`config.mk`:
```
export PLATFORM = sky130hd
export DESIGN_NAME = coriolis_ker0_obuf_flat
export DESIGN_NICKNAME = d
export VERILOG_FILES = /design/src/rtl/coriolis_ker0_obuf_if.sv /design/src/rtl/coriolis_ker0_obuf.sv /design/src/flat_wrapper.sv
export SDC_FILE = /design/constraint.sdc
export NUM_CORES = 1
export LEC_CHECK = 0
export ABC_AREA = 1
export BUFFER_PORTS_ARGS = -buffer_cell sky130_fd_sc_hd__buf_4
export CORE_MARGIN = 3
export CORE_UTILIZATION = 40
export DETAILED_ROUTE_END_ITERATION = 6
export PLACE_DENSITY = 0.68
export SLEW_MARGIN = 20
export SYNTH_ARGS = -nofsm -noshare
export SYNTH_HDL_FRONTEND = slang
export SYNTH_SLANG_ARGS = --single-unit
export TNS_END_PERCENT = 100
```
`constraint.sdc`:
```
create_clock -name clk -period 1.76 [get_ports clk]
set_input_delay 0.264 -clock clk [delete_from_list [all_inputs] [get_ports clk]]
set_output_delay 0.264 -clock clk [all_outputs]
set_load 0.02 [all_outputs]
```
`src/rtl/coriolis_ker0_obuf_if.sv`:
```
// Port bundle of the ker0 output buffer: upstream result stream, sink handshake and debug status.
// The buffer connects through the slave modport and its driver through the master modport.
interface coriolis_ker0_obuf_if #(
  parameter int STREAMW = 34,
  parameter int DEPTH   = 32,
  parameter int CNTW    = 16
);
  localparam int CW = $clog2(DEPTH + 1);

  logic               ivalid;
  logic [STREAMW-1:0] in1;
  logic               iready;
  logic               ovalid;
  logic [STREAMW-1:0] out1;
  logic               oready;
  logic [CNTW-1:0]    exc_cnt;
  logic               ovf;
  logic [CW-1:0]      count;

  modport slave (
    input  ivalid, in1, oready,
    output iready, ovalid, out1, exc_cnt, ovf, count
  );

  modport master (
    output ivalid, in1, oready,
    input  iready, ovalid, out1, exc_cnt, ovf, count
  );
endinterface

```
`src/rtl/coriolis_ker0_obuf.sv`:
```
// Credit-style FWFT output buffer behind the ker0 FP-divide leaf; absorbs the leaf's in-flight
// results after back-pressure and counts FloPoCo exception results for debug.
module coriolis_ker0_obuf #(
  parameter int STREAMW = 34,
  parameter int DEPTH   = 32,
  parameter int LAT     = 13,
  parameter int CNTW    = 16
) (
  input logic                 clk,
  input logic                 rst,
  coriolis_ker0_obuf_if.slave bus
);
  localparam int CW = $clog2(DEPTH + 1);
  localparam int PW = (DEPTH > 1) ? $clog2(DEPTH) : 1;

  localparam logic [CW-1:0]   CNT_ZERO   = CW'(0);
  localparam logic [CW-1:0]   CNT_ONE    = CW'(1);
  localparam logic [CW-1:0]   FULL_LVL   = CW'(DEPTH);
  localparam logic [CW-1:0]   CREDIT_LVL = CW'(DEPTH - LAT - 2);
  localparam logic [PW-1:0]   PTR_ZERO   = PW'(0);
  localparam logic [PW-1:0]   PTR_ONE    = PW'(1);
  localparam logic [PW-1:0]   LAST_IDX   = PW'(DEPTH - 1);
  localparam logic [CNTW-1:0] EXC_ZERO   = CNTW'(0);
  localparam logic [CNTW-1:0] EXC_ONE    = CNTW'(1);
  localparam logic [CNTW-1:0] EXC_MAX    = {CNTW{1'b1}};
  localparam logic [1:0]      EXC_NORMAL = 2'b01;

  logic [1:0]         rst_sync_r;
  logic               rst_n_s;
  logic [STREAMW-1:0] mem_r [DEPTH];
  logic [PW-1:0]      wr_ptr_r;
  logic [PW-1:0]      rd_ptr_r;
  logic [CW-1:0]      count_r;
  logic [CW-1:0]      count_nxt_s;
  logic [CNTW-1:0]    exc_cnt_r;
  logic               ovf_r;
  logic               iready_r;
  logic               ovalid_r;
  logic               push_s;
  logic               pop_s;
  logic               full_s;
  logic               drop_s;
  logic               exc_s;

  // Reset asserts asynchronously and releases two clk edges later.
  always_ff @(posedge clk or negedge rst) begin
    if (!rst) begin
      rst_sync_r <= 2'b00;
    end else begin
      rst_sync_r <= {rst_sync_r[0], 1'b1};
    end
  end

  assign rst_n_s = rst_sync_r[1];

  // Handshake decode; ovalid_r always mirrors count_r != 0, so a pop never hits an empty buffer.
  always_comb begin
    pop_s  = ovalid_r & bus.oready;
    full_s = (count_r == FULL_LVL);
    push_s = bus.ivalid & (~full_s | pop_s);
    drop_s = bus.ivalid & full_s & ~pop_s;
    exc_s  = (bus.in1[STREAMW-1:STREAMW-2] != EXC_NORMAL);
    case ({push_s, pop_s})
      2'b10:   count_nxt_s = count_r + CNT_ONE;
      2'b01:   count_nxt_s = count_r - CNT_ONE;
      default: count_nxt_s = count_r;
    endcase
  end

  // Storage is deliberately left unreset; only the pointers define what is valid.
  always_ff @(posedge clk) begin
    if (push_s) begin
      mem_r[wr_ptr_r] <= bus.in1;
    end
  end

  // Occupancy, pointers, credit and status. iready/ovalid are registered from the next
  // occupancy, so they equal a function of count_r and carry no path from oready.
  always_ff @(posedge clk or negedge rst_n_s) begin
    if (!rst_n_s) begin
      wr_ptr_r  <= PTR_ZERO;
      rd_ptr_r  <= PTR_ZERO;
      count_r   <= CNT_ZERO;
      ovalid_r  <= 1'b0;
      iready_r  <= 1'b0;
      ovf_r     <= 1'b0;
      exc_cnt_r <= EXC_ZERO;
    end else begin
      count_r  <= count_nxt_s;
      ovalid_r <= (count_nxt_s != CNT_ZERO);
      iready_r <= (count_nxt_s <= CREDIT_LVL);
      if (push_s) begin
        wr_ptr_r <= (wr_ptr_r == LAST_IDX) ? PTR_ZERO : wr_ptr_r + PTR_ONE;
      end
      if (pop_s) begin
        rd_ptr_r <= (rd_ptr_r == LAST_IDX) ? PTR_ZERO : rd_ptr_r + PTR_ONE;
      end
      if (drop_s) begin
        ovf_r <= 1'b1;
      end
      if (push_s && exc_s && (exc_cnt_r != EXC_MAX)) begin
        exc_cnt_r <= exc_cnt_r + EXC_ONE;
      end
    end
  end

  assign bus.iready  = iready_r;
  assign bus.ovalid  = ovalid_r;
  assign bus.out1    = mem_r[rd_ptr_r];
  assign bus.exc_cnt = exc_cnt_r;
  assign bus.ovf     = ovf_r;
  assign bus.count   = count_r;
endmodule

```
`src/flat_wrapper.sv`:
```
// flat-port wrapper written by rule: the top's interface ports become plain ports
module coriolis_ker0_obuf_flat 
#(
  parameter int STREAMW = 34,
  parameter int DEPTH   = 32,
  parameter int LAT     = 13,
  parameter int CNTW    = 16
)
  (clk, rst, bus_ivalid, bus_in1, bus_oready, bus_iready, bus_ovalid, bus_out1, bus_exc_cnt, bus_ovf, bus_count);
  coriolis_ker0_obuf_if #(.STREAMW(STREAMW), .DEPTH(DEPTH), .CNTW(CNTW)) bus_i ();
  input logic clk;
  input logic rst;
  input wire logic [$bits(bus_i.ivalid)-1:0] bus_ivalid;
  input wire logic [$bits(bus_i.in1)-1:0] bus_in1;
  input wire logic [$bits(bus_i.oready)-1:0] bus_oready;
  output wire logic [$bits(bus_i.iready)-1:0] bus_iready;
  output wire logic [$bits(bus_i.ovalid)-1:0] bus_ovalid;
  output wire logic [$bits(bus_i.out1)-1:0] bus_out1;
  output wire logic [$bits(bus_i.exc_cnt)-1:0] bus_exc_cnt;
  output wire logic [$bits(bus_i.ovf)-1:0] bus_ovf;
  output wire logic [$bits(bus_i.count)-1:0] bus_count;
  assign bus_i.ivalid = bus_ivalid;
  assign bus_i.in1 = bus_in1;
  assign bus_i.oready = bus_oready;
  assign bus_iready = bus_i.iready;
  assign bus_ovalid = bus_i.ovalid;
  assign bus_out1 = bus_i.out1;
  assign bus_exc_cnt = bus_i.exc_cnt;
  assign bus_ovf = bus_i.ovf;
  assign bus_count = bus_i.count;
  coriolis_ker0_obuf #(.STREAMW(STREAMW), .DEPTH(DEPTH), .LAT(LAT), .CNTW(CNTW)) u_core (.clk(clk), .rst(rst), .bus(bus_i));
endmodule
```
=== Yosys cells after proc, flatten, opt, wreduce, memory -nomap -nowiden ===
Memories as Yosys holds them, arrays and structs flattened.
Cells that the tools add are included.

* Output and inout bits: 59
* ROM bits: 0
* Register bits after elaboration: 37
* Memories: 1
* RAM bits: 1088
* Logic and storage cells: 37
* Input port bits: 38
* Bits in latches: 0

{| class="wikitable"
|+ Memories
! memory !! words !! width !! rd ports !! clocked after Yosys merged registers in !! wr ports !! RTL line !! RTL
|-
| u_core.mem_r || 32 || 34 || 1 || 0 || 1 || coriolis_ker0_obuf.sv:30 || <nowiki>logic [STREAMW-1:0] mem_r [DEPTH];</nowiki>
|}

* Multiplexer cells: 5
* Equality and inequality tests: 7
* Shifts and indexed selects: 0
* Reduce and logical (&&, ||, !) cells: 3
* Bitwise logic cells: 7
* $mul: 0
* $add $sub $neg: 5
* Divide/modulo/power cells: 0
* $lt $le $gt $ge: 1

{| class="wikitable"
|+ Operators by type and width
! cell !! count
|-
| $add A16 B1 Y16 const B || 1
|-
| $ne A16 B16 Y1 const B || 1
|-
| $pmux W6 S2 || 1
|-
| $add A5 B1 Y5 const B || 2
|-
| $eq A5 B5 Y1 const B || 2
|-
| $mux W5 || 2
|-
| $add A6 B1 Y6 const B || 1
|-
| $eq A6 B6 Y1 const B || 1
|-
| $le A6 B5 Y1 const B || 1
|-
| $reduce_bool A6 Y1 || 1
|-
| $sub A6 B1 Y6 const B || 1
|-
| $and A1 B1 Y1 || 4
|-
| $eq A2 B1 Y1 const B || 1
|-
| $eq A2 B2 Y1 const B || 1
|-
| $logic_and A1 B1 Y1 || 2
|-
| $mux W1 || 2
|-
| $ne A2 B1 Y1 const B || 1
|-
| $not A1 Y1 || 2
|-
| $or A1 B1 Y1 || 1
|}

=== Logic depth before layout (Yosys ltp) ===
* Depth after elaboration: 7
* Depth in mapped cells: 16
* Mapped depth without buffers: 16

=== Worst setup path before layout ===
OpenSTA, ideal clock, no wires.

* Path kind: flip-flop to flip-flop
* Start: register u_core.ovalid_r, in the netlist u_core.bus.ovalid
* End: memory u_core.mem_r[7][0] (enable)
* Buffers on the path: 0
* Slack: -2.054 ns
* Setup time: 0.468 ns
* Data arrival time: 3.347 ns
* Cell stages (with the launch flop): 7
* Clock period less this slack: 3.814 ns
* Cells stage by stage: dfrtp_1 > nand2_2 > clkinv_2 > nor2_2 > nor2_4 > inv_1 > nor3_1

* Word-level cells in the longest chain between the ends: 5

{| class="wikitable"
|+ RTL lines
! item !! RTL line !! RTL
|-
| start, declared || coriolis_ker0_obuf.sv:38 || <nowiki>logic ovalid_r;</nowiki>
|-
| start signal, assigned || coriolis_ker0_obuf.sv:90 || <nowiki>ovalid_r <= (count_nxt_s != CNT_ZERO);</nowiki>
|-
| $and A1 B1 Y1 || coriolis_ker0_obuf.sv:58 || <nowiki>pop_s = ovalid_r & bus.oready;</nowiki>
|-
| $or A1 B1 Y1 || coriolis_ker0_obuf.sv:60 || <nowiki>push_s = bus.ivalid & (~full_s | pop_s);</nowiki>
|-
| $and A1 B1 Y1 || coriolis_ker0_obuf.sv:60 ||
|-
| $mux W1 || coriolis_ker0_obuf.sv:72 || <nowiki>if (push_s) begin</nowiki>
|-
| $mux W1 (implied by the code) || coriolis_ker0_obuf.sv:73 || <nowiki>mem_r[wr_ptr_r] <= bus.in1;</nowiki>
|-
| end, declared || coriolis_ker0_obuf.sv:30 ||
|}

No other way between the ends.

=== Worst setup path in the final report ===
* Start: register u_core.rd_ptr_r[0]
* End: output port bus_out1[11]

* Word-level cells in the longest chain between the ends: 1

{| class="wikitable"
|+ RTL lines
! item !! RTL line !! RTL
|-
| start, declared || coriolis_ker0_obuf.sv:32 || <nowiki>logic [PW-1:0] rd_ptr_r;</nowiki>
|-
| start signal, assigned || coriolis_ker0_obuf.sv:96 || <nowiki>rd_ptr_r <= (rd_ptr_r == LAST_IDX) ? PTR_ZERO : rd_ptr_r + PTR_ONE;</nowiki>
|-
| $mem_v2 Z32 W34 || - ||
|-
| end, declared || flat_wrapper.sv:18 || <nowiki>output wire logic [$bits(bus_i.out1)-1:0] bus_out1;</nowiki>
|}

No other way between the ends.

==> metrics <==
initial detailed-routing violation count=4,139; unrepaired setup endpoints after global routing=yes; pin count of the biggest net entering global routing=45; Die X=340 um; CTS tree=done; slowest stage delay, CP=570 ps; vias in the first global route=29,475; worst hold path cell count=5; Yosys reg bits=1,125; Setup violations, final=about 1,100; PwrDens=roughly 1600 nW/um^2; synth warn=0; Overall Global Routing Usage=22.2%; worst r2r src=u_core.bus.count[5]; core area=110,000 um^2; reg2reg path depth=12; HPWL after DPL=75,900 um; reg2reg end=u_core.mem_r[18][4]; most frequent cells after synthesis=1,088 x edfxtp_1, 686 x nor2_1, 597 x o21ai_0; CTS Buffer Depth=3; CP startpoint kind=flop; VDD IR max=0.959 mV; max cap viols=0; first-pass GRT wire length=192,000 um; Synth area leaders=edfxtp_1 73%, o21ai_0 6.7%, nor2_1 5.8%; initial antenna violation count=7; Setup crit end kind=primary output; Post-Route WL=133,000 um; DIE AREA=115,000 um^2; Detail Route Antenna Nets=0; worst path required time=1500 ps; hold_sp=bus_oready; Hold Vio Cnt, Final=0; Yosys top cell area share=73.4%; Post-synth top flop=edfxtp_1; Vias=31,306; Max Fclk=roughly 340 MHz; Top Ports=between 90 and 100; count leader, synth=edfxtp_1; Worst Slack Setup Final=-1220 ps; CP Max Fanout=12; Gate Count Post-Synth=3,460; drt first pass iters=6; Core Util, Final=51.8%; port bufs=between 90 and 100; Final min period=2980 ps; Unique masters post-synth=37; syn_nets=3,507; Max Slew Vio Count=0; CTS buffer count=110; initial core utilization=40.6%; Worst Path Class, Setup=flop to primary output; Seq/Total Area, Yosys=75.5%; CP most frequent cell=buf_6; Hold EP=u_core.rd_ptr_r[3]; cells along the critical path=buf_6, buf_4, buf_6, o21ai_0, o22ai_1, nor2_1, o22ai_1, nand2_1, nand2_2, buf_6; failing checks=negative setup slack; number of flops mapped to enable cells by yosys=1,088; status=finished, violations left; setup TNS=-232,590 ps; Worst Hold Class=input pin to flop; NumNets Final=roughly 3,900; Synth async-reset ratio=3.29%; H-tree depth=3; Synth Area per Inst=12.9 um^2; static leakage=between 15 and 20 nW; Clock Root Buffer=clkbuf_16; clock skew=39.4 ps; Die H=340 um; Slew Limit Headroom=between 60% and 70%; DRC viols=0; Syn Std Cell Area=44,500 um^2; grt total ovfl=0; Clock Pin Slew Worst Setup and Hold Paths=about 60 ps; leading area contributor after synthesis=edfxtp_1; CTS Sinks=1,125; Worst EP arrival=2720 ps; area grow syn2layout=27.5%; Placer Congestion=0.833; critical path's slowest cell=dfrtp_4; drt wl/cell=24.4 um; Site Rows=121; R2R Setup Slk=-270 ps; final worst-path cycle share=170%; via/cell ratio=5.74; measured slew at the worst slew-check pin=562 ps; share of layout cells above drive strength 1=20.1%; Worst-Skew Late Latency=700 ps
area by class of cell:
| type | instances | area (um^2) |
|---|---|---|
| Multi-Input combinational cell | 2049 | 10300 |
| Clock inverter | 78 | 795 |
| Sequential cell | 1125 | 33600 |
| Timing Repair inverter | 1 | 8.76 |
| Antenna cell | 3 | 7.51 |
| Inverter | 51 | 228 |
| Timing Repair Buffer | 550 | 7160 |
| Fill cell | 8872 | 52900 |
| Tap cell | 1476 | 1850 |
| Clock buffer | 124 | 2830 |
per-stage QoR:
| stage | setup WS (ps) | std cells | total power [mW] | cell area [um^2] | hold WS [ps] |
|---|---|---|---|---|---|
| 6_report | -1220 | 5457 | 90.5 | 56700 | 87.0 |
| 5_1_grt | -1380 | 5455 | 94.4 | 56700 | 101 |
| 4_1_cts | -1180 | 5430 | 89.2 | 56200 | 59.4 |
| 3_5_place_dp | -468 | 5131 | 63.1 | 50800 | 47.3 |
| 3_3_place_gp | -476 | 5131 | 62.6 | 50800 | 46.5 |
| 2_1_floorplan | -574 | 3460 | 48.6 | 44800 | -31.6 |
cell usage in the layout, fill, tap and decap left out, types with 37 or more instances in the layout:
cell,n
buf_4,264
o21ai_1,132
inv_1,42
buf_6,47
clkbuf_16,120
nor2_1,638
dlygate4sd3_1,37
o21ai_0,526
buf_12,160
o22ai_1,313
nand3_1,78
edfxtp_1,1088
nand2_1,205
routing by layer:
layer | wire, um | GRT usage, % | vias to the layer above | part of all wire [%]
li1 | - | - | 13679 | -
met1 | 52300 | 31.1 | 15454 | 39
met2 | 62000 | 35.1 | 1874 | 47
met3 | 14300 | 3.92 | 299 | 11
met4 | 4370 | 7.69 | 0 | 3.3
met5 | 0 | 0 | - | 0
power breakdown:
| group | internal [mW] | switching (mW) |
|---|---|---|
| sequential | 31.0 | 0.623 |
| clock | 13.7 | 9.97 |
| combinational | 14.3 | 20.9 |
critical path, delay by kind of cell, from the launching register on:
family | cells | cell delay [ps]
compound gates | 3 | 490
flops | 1 | 570
buf+inv | 4 | 690
simple gates | 3 | 270
state kept, by name (all words and copies together) (netlist names):
signal,cells
u_core.mem_r,1088
u_core.bus.exc_cnt,16
u_core.bus.count,6
u_core.rd_ptr_r,5
u_core.wr_ptr_r,5
u_core.rst_sync_r,2
u_core.bus.iready,1
u_core.bus.ovalid,1
u_core.bus.ovf,1
what timing repair did:
| item | 4_1_cts | 5_1_grt |
|---|---|---|
| pin swaps | 53 | 40 |
| resized for setup | 164 | 83 |
| cloned | 21 | 11 |
| setup buffers | 39 | 13 |
| hold buffers | 37 | 0 |
| endpoints found under the hold margin | 1070 | 0 |
| endpoints found under the setup margin | 1143 | 1152 |
kinds of logic after synthesis:
| logic type | share of synthesized area, % |
|---|---|
| compound gates | 12.1 |
| xor+xnor | 0.393 |
| fa+ha+maj | 0.253 |
| buf+inv | 2.74 |
| flops | 75.5 |
| other cells | 0.00842 |
| simple gates | 9.02 |
worst max path at each step:
| stage | start | to | slack [ps] |
|---|---|---|---|
| floorplan | u_core.bus.count[5] | u_core.mem_r[15][0] | -570 |
| global placement | u_core.rd_ptr_r[0] | bus_out1[32] | -480 |
| detailed placement | u_core.rd_ptr_r[0] | bus_out1[15] | -470 |
| CTS | u_core.rd_ptr_r[0] | bus_out1[15] | -1180 |
| global route | u_core.rd_ptr_r[0] | bus_out1[2] | -1380 |
| finish | u_core.rd_ptr_r[0] | bus_out1[11] | -1220 |
(Power assumes the default switching activity.)
